--- config.mk ---
export PLATFORM = sky130hd
export DESIGN_NAME = conv_coef_fetch_flat
export DESIGN_NICKNAME = d
export VERILOG_FILES = /design/src/rtl/conv_coef_fetch_pkg.sv /design/src/rtl/conv_coef_fetch_if.sv /design/src/rtl/conv_coef_fetch_fifo.sv /design/src/rtl/conv_coef_fetch.sv /design/src/flat_wrapper.sv
export SDC_FILE = /design/constraint.sdc
export NUM_CORES = 1
export LEC_CHECK = 0
export ABC_AREA = 1
export CAP_MARGIN = 20
export CORE_MARGIN = 2
export CORE_UTILIZATION = 38
export CTS_CLUSTER_SIZE = 30
export DETAILED_ROUTE_END_ITERATION = 8
export DONT_BUFFER_PORTS = 1
export HOLD_SLACK_MARGIN = 0.03
export PLACE_DENSITY = 0.62
export SLEW_MARGIN = 20
export SYNTH_ARGS = -nofsm -noshare
export SYNTH_HDL_FRONTEND = slang
export SYNTH_HIERARCHICAL = 1
export SYNTH_SLANG_ARGS = --single-unit
--- constraint.sdc ---
create_clock -name clk -period 5.6 [get_ports clk]
set_clock_uncertainty 0.15 [all_clocks]
set_input_delay 0.56 -clock clk [delete_from_list [all_inputs] [get_ports clk]]
set_output_delay 0.56 -clock clk [all_outputs]
set_load 0.02 [all_outputs]
--- src/rtl/conv_coef_fetch_pkg.sv ---
// Shared constants, fetch FSM encoding and address helper for the coefficient fetch stage.
package conv_pkg;
  localparam int ADDR_W     = 6;
  localparam int ROM_DEPTH  = 64;
  localparam int DATA_W_DEF = 8;
  localparam int CNT_W      = 7;

  typedef enum logic [1:0] {
    IDLE  = 2'd0,
    FETCH = 2'd1,
    DRAIN = 2'd2,
    DONE  = 2'd3
  } fetch_state_e;

  // ROM addresses wrap around the 64-entry space.
  function automatic logic [ADDR_W-1:0] wrap_addr(input logic [ADDR_W-1:0] base,
                                                  input logic [ADDR_W-1:0] off);
    return ADDR_W'((int'(base) + int'(off)) % ROM_DEPTH);
  endfunction
endpackage

--- src/rtl/conv_coef_fetch_if.sv ---
// Coefficient stream towards the MAC datapath: valid/ready plus index and last tag.
interface conv_coef_fetch_if #(parameter int DATA_W = 8);
  import conv_pkg::*;
  logic [DATA_W-1:0] coef_data;
  logic              coef_valid;
  logic              coef_ready;
  logic              coef_last;
  logic [ADDR_W-1:0] coef_idx;

  modport master (output coef_data, coef_valid, coef_last, coef_idx, input coef_ready);
  modport slave  (input coef_data, coef_valid, coef_last, coef_idx, output coef_ready);
endinterface

--- src/rtl/conv_coef_fetch_fifo.sv ---
// Synchronous FIFO with a combinational head; the head reads 0 while empty.
module coef_fifo #(
  parameter int WIDTH = 15,
  parameter int DEPTH = 4,
  parameter int CW    = $clog2(DEPTH) + 1
) (
  input  logic             clk,
  input  logic             rst,
  input  logic             push,
  input  logic [WIDTH-1:0] din,
  input  logic             pop,
  output logic [WIDTH-1:0] dout,
  output logic             full,
  output logic             empty,
  output logic [CW-1:0]    count
);
  localparam int AW = $clog2(DEPTH);

  logic [DEPTH-1:0][WIDTH-1:0] mem;
  logic [AW-1:0]               wptr, rptr;
  logic                        do_push, do_pop;

  assign empty   = (count == '0);
  assign full    = (count == CW'(DEPTH));
  assign do_pop  = pop && !empty;
  assign do_push = push && (!full || do_pop);
  assign dout    = empty ? '0 : mem[rptr];

  always_ff @(posedge clk) begin
    if (rst) begin
      wptr  <= '0;
      rptr  <= '0;
      count <= '0;
    end else begin
      if (do_push) wptr <= wptr + AW'(1);
      if (do_pop)  rptr <= rptr + AW'(1);
      case ({do_push, do_pop})
        2'b10:   count <= count + CW'(1);
        2'b01:   count <= count - CW'(1);
        default: ;
      endcase
    end
  end

  // Storage needs no reset: empty gates the head.
  always_ff @(posedge clk) begin
    if (do_push) mem[wptr] <= din;
  end
endmodule

--- src/rtl/conv_coef_fetch.sv ---
// Kernel fetch: issues NUM_COEF ROM reads from base_addr, tracks ROM latency,
// buffers returned words and streams them out over valid/ready.
module conv_coef_fetch
  import conv_pkg::*;
#(
  parameter int DATA_W     = DATA_W_DEF,
  parameter int NUM_COEF   = 9,
  parameter int ROM_LAT    = 1,
  parameter int FIFO_DEPTH = 4
) (
  input  logic               clk,
  input  logic               rst,
  input  logic               start,
  input  logic [ADDR_W-1:0]  base_addr,
  output logic               busy,
  output logic               done,
  output logic [ADDR_W-1:0]  rom_addr,
  input  logic [DATA_W-1:0]  rom_data,
  conv_coef_fetch_if.master  coef
);
  localparam int FCW = $clog2(FIFO_DEPTH) + 1;
  localparam int EW  = 1 + ADDR_W + DATA_W;

  fetch_state_e                  state_q, state_d;
  logic [ADDR_W-1:0]             base_q;
  logic [CNT_W-1:0]              issue_cnt;
  logic [CNT_W-1:0]              inflight;
  logic                          issue, credit_ok;
  logic [ADDR_W-1:0]             issue_idx, next_addr;
  // vld_pipe[0] is aligned with rom_addr; vld_pipe[ROM_LAT] lines up with rom_data.
  logic [ROM_LAT:0]              vld_pipe;
  logic [ROM_LAT:0][ADDR_W-1:0]  idx_pipe;

  logic [EW-1:0]                 fifo_din, fifo_dout;
  logic                          fifo_full, fifo_empty, pop;
  logic [FCW-1:0]                fifo_cnt;
  logic                          head_last;
  logic [ADDR_W-1:0]             head_idx;
  logic [DATA_W-1:0]             head_data;

  always_comb begin
    inflight = '0;
    for (int i = 0; i <= ROM_LAT; i++) inflight += CNT_W'(vld_pipe[i]);
  end

  assign credit_ok = !fifo_full && ((inflight + CNT_W'(fifo_cnt)) < CNT_W'(FIFO_DEPTH));

  // The first address goes out on the accepting edge so rom_addr=base one cycle after start.
  always_comb begin
    state_d   = state_q;
    issue     = 1'b0;
    issue_idx = issue_cnt[ADDR_W-1:0];
    next_addr = wrap_addr(base_q, issue_cnt[ADDR_W-1:0]);
    case (state_q)
      IDLE: begin
        if (start) begin
          issue     = 1'b1;
          issue_idx = '0;
          next_addr = base_addr;
          state_d   = (NUM_COEF == 1) ? DRAIN : FETCH;
        end
      end
      FETCH: begin
        if ((issue_cnt < CNT_W'(NUM_COEF)) && credit_ok) begin
          issue = 1'b1;
          if (issue_cnt == CNT_W'(NUM_COEF - 1)) state_d = DRAIN;
        end
      end
      DRAIN: if (pop && head_last) state_d = DONE;
      DONE:  state_d = IDLE;
      default: state_d = IDLE;
    endcase
  end

  always_ff @(posedge clk) begin
    if (rst) begin
      state_q   <= IDLE;
      base_q    <= '0;
      issue_cnt <= '0;
      rom_addr  <= '0;
      vld_pipe  <= '0;
      idx_pipe  <= '0;
    end else begin
      state_q  <= state_d;
      vld_pipe <= {vld_pipe[ROM_LAT-1:0], issue};
      idx_pipe <= {idx_pipe[ROM_LAT-1:0], issue_idx};
      if (state_q == IDLE && start) base_q <= base_addr;
      if (issue) begin
        rom_addr  <= next_addr;
        issue_cnt <= (state_q == IDLE) ? CNT_W'(1) : issue_cnt + CNT_W'(1);
      end
    end
  end

  assign fifo_din = {(idx_pipe[ROM_LAT] == ADDR_W'(NUM_COEF - 1)), idx_pipe[ROM_LAT], rom_data};
  assign pop      = coef.coef_valid && coef.coef_ready;

  coef_fifo #(.WIDTH(EW), .DEPTH(FIFO_DEPTH), .CW(FCW)) u_fifo (
    .clk   (clk),
    .rst   (rst),
    .push  (vld_pipe[ROM_LAT]),
    .din   (fifo_din),
    .pop   (pop),
    .dout  (fifo_dout),
    .full  (fifo_full),
    .empty (fifo_empty),
    .count (fifo_cnt)
  );

  assign {head_last, head_idx, head_data} = fifo_dout;

  assign coef.coef_valid = !fifo_empty;
  assign coef.coef_data  = head_data;
  assign coef.coef_idx   = head_idx;
  assign coef.coef_last  = head_last;

  assign busy = (state_q != IDLE);
  assign done = (state_q == DONE);
endmodule
--- src/flat_wrapper.sv ---
// flat-port wrapper written by rule: the top's interface ports become plain ports
module conv_coef_fetch_flat import conv_pkg::*;
#(
  parameter int DATA_W     = DATA_W_DEF,
  parameter int NUM_COEF   = 9,
  parameter int ROM_LAT    = 1,
  parameter int FIFO_DEPTH = 4
)
  (clk, rst, start, base_addr, busy, done, rom_addr, rom_data, coef_coef_data, coef_coef_valid, coef_coef_last, coef_coef_idx, coef_coef_ready);
  conv_coef_fetch_if #(.DATA_W(DATA_W)) coef_i ();
  input  logic clk;
  input  logic rst;
  input  logic start;
  input  logic [ADDR_W-1:0] base_addr;
  output logic busy;
  output logic done;
  output logic [ADDR_W-1:0] rom_addr;
  input  logic [DATA_W-1:0] rom_data;
  output wire logic [$bits(coef_i.coef_data)-1:0] coef_coef_data;
  output wire logic [$bits(coef_i.coef_valid)-1:0] coef_coef_valid;
  output wire logic [$bits(coef_i.coef_last)-1:0] coef_coef_last;
  output wire logic [$bits(coef_i.coef_idx)-1:0] coef_coef_idx;
  input wire logic [$bits(coef_i.coef_ready)-1:0] coef_coef_ready;
  assign coef_coef_data = coef_i.coef_data;
  assign coef_coef_valid = coef_i.coef_valid;
  assign coef_coef_last = coef_i.coef_last;
  assign coef_coef_idx = coef_i.coef_idx;
  assign coef_i.coef_ready = coef_coef_ready;
  conv_coef_fetch #(.DATA_W(DATA_W), .NUM_COEF(NUM_COEF), .ROM_LAT(ROM_LAT), .FIFO_DEPTH(FIFO_DEPTH)) u_core (.clk(clk), .rst(rst), .start(start), .base_addr(base_addr), .busy(busy), .done(done), .rom_addr(rom_addr), .rom_data(rom_data), .coef(coef_i));
endmodule
; Yosys cells after proc, flatten, opt, wreduce, memory -nomap -nowiden
; Cells that the tools add are included.
; W data, S select, Z words.
[totals]
romBits = 0
out_inout_bits = 24
register_bits = 102
memories = 0
wordCells = 75
ramBits = 0
latchBits = 0
input_bits = 18
[classes]
n_reduce_logical = 16
bitwise_logic = 0
shifts = 0
multipliers = 0
div_mod_pow = 0
eq_ne = 12
n_lt_le_gt_ge = 5
mux = 20
add_sub_neg = 8
[op_table]
columns = cell, n
row1 = $bwmux W60, 1
row2 = $mux W15, 3
row3 = $bmux W15 S2, 1
row4 = $demux W15 S2, 1
row5 = $mux W6, 4
row6 = $logic_and A1 B1 Y1, 8
row7 = $mux W2, 4
row8 = $pmux W2 S4, 1
row9 = $add A7 B1 Y7 const B, 1
row10 = $add A7 B3 Y7, 1
row11 = $eq A7 B4 Y1 const B, 1
row12 = $lt A7 B3 Y1 const B, 1
row13 = $lt A7 B4 Y1 const B, 1
row14 = $mux W7, 1
row15 = $add A6 B6 Y6, 1
row16 = $eq A2 B2 Y1 const B, 3
row17 = $eq A6 B4 Y1 const B, 1
row18 = $lt A2 B3 Y1 const B, 2
row19 = $ne A2 B1 Y1 const B, 3
row20 = $pmux W3 S2, 1
row21 = $add A2 B1 Y2 const B, 2
row22 = $eq A2 B1 Y1 const B, 2
row23 = $reduce_and A4 Y1, 1
row24 = $reduce_bool A2 Y1, 2
row25 = 12 further kinds, 14

; Longest topological paths before layout
; Gate-level depths: netlist of the first run.
[depth]
ltp_word = 8
mapped_depth = 13
mapped_depth_nobuf = 12

; By module
; Netlist of the first run, hierarchy kept.
[by_module_without_submodules]
columns = module, seq_area_each_um2, cells_each, n_inst, area_each_um2
row1 = coef_fifo, 1941.9, 239, 1, 2788.9
row2 = conv_coef_fetch, 700.7, 233, 1, 1709.1

; Worst setup path after synthesis of the first run
; No wires, ideal clock.
[synth_timing]
path_type = register to register
from = register u_core.u_fifo.count[2]
to = register u_core/u_fifo/mem[0] (netlist name), enable pin
arrival_time_ps = 2083
setup_slack_ps = 2980
t_required_ps = 5063
stages_incl_launch_ff = 8
setup_time_ps = 387
path_cell_list = dfxtp_1 inv_1 nand2_4 inv_1 buf_4 nor2_1 o21ai_4 nor2_1
[synth_between]
elab_chain_len = 6
word_cells_on_any_way = 8
[synth_lines]
columns = element, line
row1 = from (decl), conv_coef_fetch_fifo.sv:15  ; output logic [CW-1:0] count
row2 = from (signal assigned), conv_coef_fetch_fifo.sv:38  ; 2'b10: count <= count + CW'(1);
row3 = from (signal assigned), conv_coef_fetch_fifo.sv:39  ; 2'b01: count <= count - CW'(1);
row4 = $logic_not A3 Y1, conv_coef_fetch_fifo.sv:23  ; assign empty = (count == '0);
row5 = named net u_core.fifo_empty, conv_coef_fetch.sv:35  ; logic fifo_full, fifo_empty, pop;
row6 = $logic_not A1 Y1, conv_coef_fetch.sv:112  ; assign coef.coef_valid = !fifo_empty;
row7 = $logic_and A1 B1 Y1, conv_coef_fetch.sv:96  ; assign pop = coef.coef_valid && coef.coef_ready;
row8 = named net u_core.pop, conv_coef_fetch.sv:35
row9 = $logic_and A1 B1 Y1, conv_coef_fetch_fifo.sv:25  ; assign do_pop = pop && !empty;
row10 = $logic_or A1 B1 Y1, conv_coef_fetch_fifo.sv:26  ; assign do_push = push && (!full || do_pop);
row11 = $logic_and A1 B1 Y1, conv_coef_fetch_fifo.sv:26
row12 = "to (signal, indexed assignment)", conv_coef_fetch_fifo.sv:47  ; if (do_push) mem[wptr] <= din;
row13 = to (decl), conv_coef_fetch_fifo.sv:19  ; logic [DEPTH-1:0][WIDTH-1:0] mem;
; The timed path passes the listed nets, and every way through them passes these cells.
; A chain may end at the register's enable or synchronous reset.

; Final worst setup path of the first run
[layout_timing]
from = register u_core.u_fifo.rptr[1]
to = output coef_coef_last
[layout_between]
elab_chain_len = 3
[layout_lines]
columns = element, line
row1 = from (decl), conv_coef_fetch_fifo.sv:20  ; logic [AW-1:0] wptr, rptr;
row2 = from (signal assigned), conv_coef_fetch_fifo.sv:36  ; if (do_pop) rptr <= rptr + AW'(1);
row3 = $bmux W15 S2, conv_coef_fetch_fifo.sv:27  ; assign dout = empty ? '0 : mem[rptr];
row4 = $mux W15 (implied by the code), conv_coef_fetch_fifo.sv:27
row5 = $mux W15, conv_coef_fetch_fifo.sv:27
row6 = to (decl), flat_wrapper.sv:21  ; output wire logic [$bits(coef_i.coef_last)-1:0] coef_coef_last;
; No other way between the ends. The select of a mux whose other input is x is not followed.

==> flow_summary.json, run 1 <==
{
  "outcome": "complete, no violations",
  "setup.worst_path.start": "u_core/u_fifo/rptr[1]$_SDFFE_PP0N_",
  "required_ns": 4.89,
  "first_pass_iters": 4,
  "cts_buffers": 9,
  "critical_path.endpoint_type": "output pin",
  "vdd_drop_max_mv": 0.192,
  "finalSetupTns_ns": 0,
  "grt_pass1_wl_um": 14200,
  "synth-edff-count": 60,
  "synthCells": 472,
  "clk_path_buf_depth": 2,
  "crit_buf_inv": 1,
  "netlist_area_sq_mm": 0.00450,
  "maxSlewViolCount": 0,
  "grt_pass1_vias": 2971,
  "period_minus_slack_ns": 2.94,
  "cpLargestDelayFamily": "flip-flops",
  "die_w_um": 113,
  "grt_max_degree": 33,
  "cts.sinks": 102,
  "core_area_sq_mm": 0.0115,
  "synth.most_common_cell": "nor2_1",
  "ys_async_sr_fraction": 0,
  "path_class": "flop to output pin",
  "setup_viol": 0,
  "syn-num-nets": 508,
  "ys_ff_latch": 102,
  "r2r-start": "u_core/u_fifo/count[2]$_SDFFE_PP0P_",
  "insertion_delay_ns": 0.35,
  "fmax_ghz": 0.340,
  "drc": 0,
  "synth_cell_types": 36,
  "yosysWarnings": 6,
  "drive_gt1_frac": 0.0898,
  "routed_wl_um": 8430,
  "h-tree-depth": 3,
  "p_total_mw": 1.92,
  "path_max_fanout": 17,
  "syn2layout_area_growth_pct": 9.43,
  "maxCapViolCount": 0,
  "cts-root-buf": "clkbuf_16",
  "cp.arrival_ns": 2.23,
  "num_antenna_cells": 0,
  "final_cell_area_sq_mm": 0.00492,
  "hp-class": "input pin to flop",
  "cts_tree": "done",
  "placed_area_sq_mm": 0.00463,
  "pin_count": 42,
  "ff_latch_area_sq_mm": 0.00264,
  "worstSetupStartpointType": "flop",
  "place_congestion": 0.782,
  "nFillCells": 1079,
  "die_h_um": 113,
  "cp_cell_sequence": "inv_2, nor2_1, o21ai_0, a21oi_1",
  "final_util": 0.429,
  "rows": 39,
  "hpwl_um": 5740,
  "hold_violations": 0,
  "power.density_mw_per_mm2": 390,
  "min_from": "rst",
  "portBuffers": 0,
  "synth.avg_cell_area_sq_um": 9.53,
  "ctsResizeCount": 0,
  "max_stage_delay_ns": 0.73,
  "viasPerCell": 4.99,
  "multi_input_area_sq_mm": 0.00158,
  "vias": 3102,
  "grt_usage": 0.141,
  "antenna_found_initial": 0,
  "dieArea_sq_mm": 0.0127,
  "post-synth-top-area-fraction": 0.401,
  "wl_per_cell_um": 13.5,
  "synth_top_area_cell": "edfxtp_1",
  "finalCritPeriodShare": 0.525,
  "slew_headroom": 0.506,
  "ys.flop_type": "edfxtp_1",
  "synth_common_cells": "nor2_1 (104), nand2_1 (62), edfxtp_1 (60), inv_1 (46), dfxtp_1 (42)",
  "rsz0062_at_grt": "false",
  "synth_area_leaders": "edfxtp_1 (40%), dfxtp_1 (19%), nor2_1 (8.7%), nand2_1 (5.2%), ha_1 (4.5%)",
  "yosysSeqAreaShare": 0.587,
  "gr-total-overflow": 0,
  "final_nets": 510,
  "power_leakage_nw": 1.94,
  "clk_pin_slew_ns": 0.07,
  "post_cts_buffers": 0,
  "antenna_left": 0,
  "worstMarginPinSlew_ns": 0.739,
  "ctsHoldBuffers": 0,
  "crit_slowest_cell": "dfxtp_1",
  "drt_iter0_markers": 187,
  "start_util": 0.392
}
cell type report:
class,count,area share
inverters,52,0.0399
repair buffers,5,0.00763
clock buffers,10,0.0486
well taps,143,0.0363
multi-input cells,304,0.320
clock inverters,6,0.0107
flip-flops and latches,102,0.537
report_power, final:
group / total, mW / leakage (nW) / internal, mW / switching [mW]
Sequential: 0.921 / 0.896 / 0.858 / 0.0631
Clock: 0.599 / 0.143 / 0.321 / 0.278
Combinational: 0.398 / 0.905 / 0.114 / 0.285
Total: 1.92 / 1.94 / 1.29 / 0.626
path summary, 6_finish.rpt:
| kind | to | slack [ns] | cells after the start |
|---|---|---|---|
| setup / recovery | coef_coef_last | 2.66 | 4 |
| hold / removal | u_core/base_q[2]$_SDFFE_PP0P_ | 0.13 | 1 |
| setup reg to reg | u_core/u_fifo/mem[33]$_DFFE_PP_ | 2.75 | 7 |
| hold reg to reg | u_core/fifo_din[8]$_SDFF_PP0_ | 0.25 | 2 |
layer usage:
metal / vias up / GRT usage / wire length, um
li1: 1545 / - / -
met1: 1466 / 0.174 / 3820
met2: 79 / 0.232 / 3920
met3: 12 / 0.0471 / 553
met4: 0 / 0.0512 / 134
met5: - / 0 / 0
registers in the layout, summed over array words and instances, names as in the netlist, 3 cells and up:
| name | flops |
|---|---|
| u_core/idx_pipe | 6 |
| u_core/fifo_din | 6 |
| u_core/base_q | 6 |
| u_core/issue_cnt | 7 |
| u_core/u_fifo/mem | 60 |
| u_core/u_fifo/count | 3 |
| u_core/rom_addr | 6 |
logic make-up (layout without fill, tap and decap cells):
kind of cell,after synthesis,in the layout,synth area share
xor+xnor,3,3,0.00584
buf+inv,66,73,0.0623
flops,102,102,0.587
compound gates,78,78,0.0915
simple gates,205,205,0.199
fa+ha+maj,18,18,0.0534
worst reg2reg max path: cells and delay by family (launching register included):
kind | cells | cell delay (ns)
and+or+nand+nor | 3 | 1.17
buffers and inverters | 3 | 0.65
DFF | 1 | 0.41
AOI/OAI and AO/OA | 1 | 0.18
stage by stage:
step / hold slack, ns / setup WS, ns / cells
after CTS: 0.111 / 2.65 / 622
after global routing: 0.108 / 2.49 / 622
final: 0.125 / 2.66 / 622
after detailed placement: 0.242 / 2.77 / 606
after global placement: 0.241 / 2.95 / 606
after floorplan: 0.238 / 2.98 / 472
cells in the final DEF (no fill, tap or decap), types with 2 or more instances in the layout:
master     count
ha_1          16
o21ai_1       11
nand4_1        2
edfxtp_1      60
xor2_1         2
nand2_1       62
dfxtp_1       42
a21oi_1       32
nor2_1       104
clkbuf_16      9
nor2_4         2
fa_1           2
buf_4          5
nand2_4        3
inv_2          4
nand3_1       15
o21ai_0       30
nand2_2        6
inv_1         46
clkinv_2       2
inv_8          2
nor3_1         6
Note: power is estimated with default switching activity, not from simulation.
==> inputs of run 2 (changes only) <==
Settings changed: PLACE_DENSITY 0.62 to 0.64.
Clock period 5.6 ns to 2.5 ns, I/O delays scaled along.
==> run 2 against run 1 <==
Effect of this change: first-iteration DRC count decreased by 16%; power increased by 120%; die area unchanged.
==> flow_summary.json, run 2 (same netlist as run 1, synthesis figures left out) <==
{
  "clk_path_buf_depth": 2,
  "p_sw_mw": 1.39,
  "maxSlewViolCount": 0,
  "cts_buffers": 9,
  "required_ns": 2.10,
  "grt_usage": 0.144,
  "vdd_drop_max_mv": 0.610,
  "cts_tree": "done",
  "drt_iter0_markers": 157,
  "post_cts_buffers": 0,
  "use_met2": 0.249,
  "outcome": "complete, no violations",
  "rr_worst_depth": 11,
  "h-tree-depth": 3,
  "cts.sinks": 102,
  "ff2ff_setup_slack_ns": 0.40,
  "finalCritPeriodShare": 0.915,
  "p_seq_frac": 0.482,
  "grt_pass1_vias": 3074,
  "routed_wl_um": 8540,
  "syn2layout_area_growth_pct": 13.2,
  "hold_violations": 0,
  "r2r_end": "u_core/state_q[1]$_SDFFE_PP0P_",
  "start_util": 0.392,
  "die_h_um": 113,
  "drive_gt1_frac": 0.0942,
  "ctsHoldBuffers": 15,
  "core_area_sq_mm": 0.0115,
  "pwr-share-comb": 0.221,
  "reg_top3": "u_core/u_fifo/mem: 60 flops, u_core/issue_cnt: 7 flops",
  "largest_register": "u_core/u_fifo/mem",
  "ctsResizeCount": 0,
  "pin_count": 42,
  "min_path_cells": 3,
  "portBuffers": 0,
  "hp-class": "input pin to flop",
  "cts-root-buf": "clkbuf_16",
  "dp.cells": 611,
  "slew_headroom": 0.426,
  "period_minus_slack_ns": 2.29,
  "rows": 39,
  "worstSetupStartpointType": "flop",
  "fin_cells": 642,
  "grt_use_met1": 0.170,
  "critical_path.endpoint_type": "output pin",
  "rsz0062_at_grt": "false",
  "fin_hold_ws_ns": 0.138,
  "path_max_fanout": 31,
  "setup_viol": 0,
  "viasPerCell": 4.80,
  "maxCapViolCount": 0,
  "gr-max-usage-layer": "met2",
  "die_w_um": 113,
  "path_class": "flop to output pin",
  "gr-total-overflow": 0,
  "dieArea_sq_mm": 0.0127,
  "grt_pass1_wl_um": 14500,
  "layout_common_cells": "nor2_1 (104), nand2_1 (62), edfxtp_1 (60), inv_1 (46), dfxtp_1 (42)",
  "cp.arrival_ns": 1.89,
  "first_pass_iters": 4,
  "pwr-share-clk": 0.297,
  "clk_pin_slew_ns": 0.07,
  "grt_max_degree": 32,
  "antenna_found_initial": 0,
  "p_int_mw": 2.89,
  "wl_per_cell_um": 13.3,
  "power_leakage_nw": 2.02,
  "hpwl_um": 5630,
  "drc": 0,
  "met3_usage": 0.0466,
  "final_nets": 530,
  "min_to": "u_core/vld_pipe[0]$_SDFF_PP0_",
  "largest_reg_flops": 60,
  "swShare": 0.325,
  "fmax_ghz": 0.437,
  "worstMarginPinSlew_ns": 0.858,
  "min_from": "rst",
  "insertion_delay_ns": 0.34,
  "vias": 3084,
  "final_common_cell": "nor2_1",
  "power.density_mw_per_mm2": 842,
  "r2r-start": "u_core/u_fifo/rptr[0]$_SDFFE_PP0N_",
  "num_antenna_cells": 0,
  "antenna_left": 0,
  "place_congestion": 0.779
}
==> run 2: cell count changes in the layout (fill, tap and decap cells not counted) <==
| cell | change |
|---|---|
| buf_4 | +5 |
| clkbuf_1 | +1 |
| clkbuf_8 | -1 |
| clkinv_2 | +1 |
| dlygate4sd3_1 | +15 |
| inv_8 | -1 |
==> run 2: power groups by stage <==
stage	clock network, mW	registers (mW)	logic [mW]
after floorplan	0	2.08	0.753
after global placement	0	2.10	0.893
after detailed placement	0	2.11	0.917
after CTS	1.31	2.07	0.956
after global routing	1.37	2.09	1.09
final	1.27	2.07	0.950
==> run 2: stage by stage <==
step	instance area, sq um	TNS (ns)	setup WS [ns]	utilization	power (mW)
6_report	5090	0	0.213	0.444	4.29
5_1_grt	5090	0	0.0559	0.444	4.55
4_1_cts	5090	0	0.186	0.444	4.33
3_5_place_dp	4670	0	0.416	0.407	3.02
3_3_place_gp	4670	0	0.525	0.407	2.99
2_1_floorplan	4500	-7.20	-0.120	-	2.83
==> run 2: how the worst max path moves through the flow <==
stage	startpoint	endpoint	slack, ns
finish	u_core/u_fifo/rptr[0]$_SDFFE_PP0N_	coef_coef_idx[3]	0.21
global route	u_core/u_fifo/rptr[0]$_SDFFE_PP0N_	coef_coef_idx[2]	0.06
CTS	u_core/u_fifo/rptr[0]$_SDFFE_PP0N_	coef_coef_idx[1]	0.19
detailed placement	u_core/u_fifo/rptr[0]$_SDFFE_PP0N_	u_core/state_q[1]$_SDFFE_PP0P_	0.42
global placement	u_core/u_fifo/count[2]$_SDFFE_PP0P_	u_core/u_fifo/mem[16]$_DFFE_PP_	0.53
floorplan	u_core/u_fifo/count[2]$_SDFFE_PP0P_	u_core/u_fifo/mem[0]$_DFFE_PP_	-0.12
==> run 2: final cells by class <==
class / instances / area, sq um
fillers: 1091 / 6370
flip-flops and latches: 102 / 2640
multi-input cells: 304 / 1580
clock buffers: 10 / 229
repair buffers: 25 / 225
inverters: 52 / 196
well taps: 143 / 179
clock inverters: 6 / 46.3
==> run 2: per-layer routing <==
metal	part of all wire	wire length, um
met5	0	0
met1	0.44	3770
met2	0.50	4230
met3	0.054	461
met4	0.0087	74
==> run 2: worst max-delay path: stages, from the launching register on <==
cell	delay [ns]
dfxtp_1	0.44
inv_2	0.43
o21ai_0	0.18
a21oi_1	0.50
==> inputs of run 3 (changes only) <==
Settings changed: CORE_UTILIZATION 38 to 35, CTS_CLUSTER_DIAMETER set to 60, PLACE_DENSITY 0.64 to 0.61.
==> run 3 against run 2 <==
Effect of this change: combinational power grew 2%; non-clock buffer count grew 3; via count grew 2.0%; fmax shrank 0.57%; cell area grew 1.8%; critical path type is now flop to flop; critical endpoint is now u_core/base_q[5]$_SDFFE_PP0P_; largest cell class unchanged.
==> flow_summary.json, run 3 (same netlist as run 1, synthesis figures left out) <==
{
  "clk_pin_slew_ns": 0.07,
  "multi_input_area_sq_mm": 0.00158,
  "wl_per_cell_um": 13.1,
  "placed_area_sq_mm": 0.00472,
  "p_seq_frac": 0.467,
  "vdd_drop_max_mv": 0.555,
  "cpLargestDelayFamily": "buffers and inverters",
  "critical_path.endpoint_type": "flop",
  "grt_usage": 0.136,
  "fmax_ghz": 0.435,
  "p_sw_mw": 1.41,
  "core_area_sq_mm": 0.0126,
  "fin_ws_ns": 0.200,
  "finalSetupTns_ns": 0,
  "gr-total-overflow": 0,
  "p_int_mw": 3.01,
  "die_w_um": 117,
  "drt_iter0_markers": 203,
  "power_leakage_nw": 2.05,
  "setup_viol": 0,
  "rsz0062_at_grt": "false",
  "largest_register": "u_core/u_fifo/mem",
  "dieArea_sq_mm": 0.0138,
  "power.density_mw_per_mm2": 853,
  "slew_headroom": 0.431,
  "first_pass_iters": 4,
  "required_ns": 2.58,
  "crit_buf_inv": 3,
  "drive_gt1_frac": 0.0956,
  "period_minus_slack_ns": 2.30,
  "pin_count": 42,
  "final_cell_area_sq_mm": 0.00518,
  "path_max_fanout": 16,
  "final_common_cell": "nor2_1",
  "pwr-share-clk": 0.314,
  "swShare": 0.320,
  "worstSetupStartpointType": "flop",
  "maxCapViolCount": 0,
  "grt_max_degree": 23,
  "die_h_um": 117,
  "start_util": 0.358,
  "cts_tree": "done",
  "fin_hold_ws_ns": 0.0620,
  "dp_slack_ns": 0.466,
  "layout_common_cells": "nor2_1 (104), nand2_1 (62), edfxtp_1 (60), inv_1 (46), dfxtp_1 (42)",
  "viasPerCell": 4.67,
  "max_stage_delay_ns": 0.59,
  "final_nets": 533,
  "h-tree-depth": 3,
  "portBuffers": 0,
  "maxSlewViolCount": 0,
  "hp-class": "input pin to flop",
  "path_class": "flop to flop",
  "nFillCells": 1236,
  "drc": 0,
  "rows": 41,
  "place_congestion": 0.770,
  "antenna_left": 0,
  "syn2layout_area_growth_pct": 15.3,
  "finalCritPeriodShare": 0.920,
  "vias": 3145,
  "largest_reg_flops": 60,
  "crit_slowest_cell": "dlygate4sd3_1",
  "cp.arrival_ns": 2.38,
  "ff_latch_area_sq_mm": 0.00264,
  "grt_pass1_vias": 3073,
  "p_total_mw": 4.42,
  "dp.cells": 642,
  "cts_buffers": 9,
  "hpwl_um": 5950,
  "fin_cells": 674,
  "antenna_found_initial": 0,
  "outcome": "complete, no violations",
  "cp_cell_sequence": "inv_1, ha_1, nand2_4, clkinv_2, nand2_1, a21oi_1, dlygate4sd3_1",
  "num_antenna_cells": 0,
  "routed_wl_um": 8850,
  "worstMarginPinSlew_ns": 0.851,
  "cts-root-buf": "clkbuf_16",
  "reg_top3": "u_core/u_fifo/mem: 60 flops, u_core/issue_cnt: 7 flops",
  "hold_violations": 0,
  "insertion_delay_ns": 0.34,
  "cts.sinks": 102,
  "clk_path_buf_depth": 2,
  "grt_pass1_wl_um": 15100,
  "final_util": 0.413,
  "pwr-share-comb": 0.219
}
## run 3: worst reg2reg max path, stage by stage (launching register included)
cell and delay (ns):
dfxtp_1 0.38, inv_1 0.10, ha_1 0.30, nand2_4 0.22
clkinv_2 0.24, nand2_1 0.15, a21oi_1 0.07, dlygate4sd3_1 0.59
## run 3: cell type report
type,instances,area share
clock buffer,10,0.0442
clock inverter,6,0.0135
inverter,52,0.0381
multi-input combinational,304,0.305
sequential,102,0.510
tap,172,0.0415
timing repair buffer,28,0.0483
## run 3: final timing paths
| kind | start | endpoint | slack (ns) | cells past startpoint |
|---|---|---|---|---|
| worst max-delay path | u_core/state_q[1]$_SDFFE_PP0P_ | u_core/base_q[5]$_SDFFE_PP0P_ | 0.20 | 7 |
| worst min-delay path | start | u_core/base_q[2]$_SDFFE_PP0P_ | 0.06 | 3 |
| worst max register to register | u_core/state_q[1]$_SDFFE_PP0P_ | u_core/base_q[5]$_SDFFE_PP0P_ | 0.20 | 7 |
| worst min register to register | u_core/idx_pipe[1]$_SDFF_PP0_ | u_core/fifo_din[9]$_SDFF_PP0_ | 0.26 | 2 |
## run 3: routing by layer
metal	track usage	wire length (um)	vias to the layer above
met1	0.172	4100	1465
met2	0.230	4190	70
li1	-	-	1599
met3	0.0365	453	11
met4	0.0407	112	0
met5	0	0	-
## run 3: timing repair
action	4_1_cts	5_1_grt
resized for setup	0	2
hold endpoints to repair	62	0
hold buffers	16	0
endpoints found under the setup margin	0	1
buffers inserted	0	0
## run 3: power groups by stage
| stage | Clock, mW | Sequential, mW | Combinational (mW) |
|---|---|---|---|
| 4_1_cts | 1.43 | 2.07 | 0.970 |
| 2_1_floorplan | 0 | 2.08 | 0.753 |
| 6_report | 1.39 | 2.07 | 0.968 |
| 3_3_place_gp | 0 | 2.10 | 0.911 |
| 5_1_grt | 1.49 | 2.09 | 1.11 |
| 3_5_place_dp | 0 | 2.10 | 0.933 |
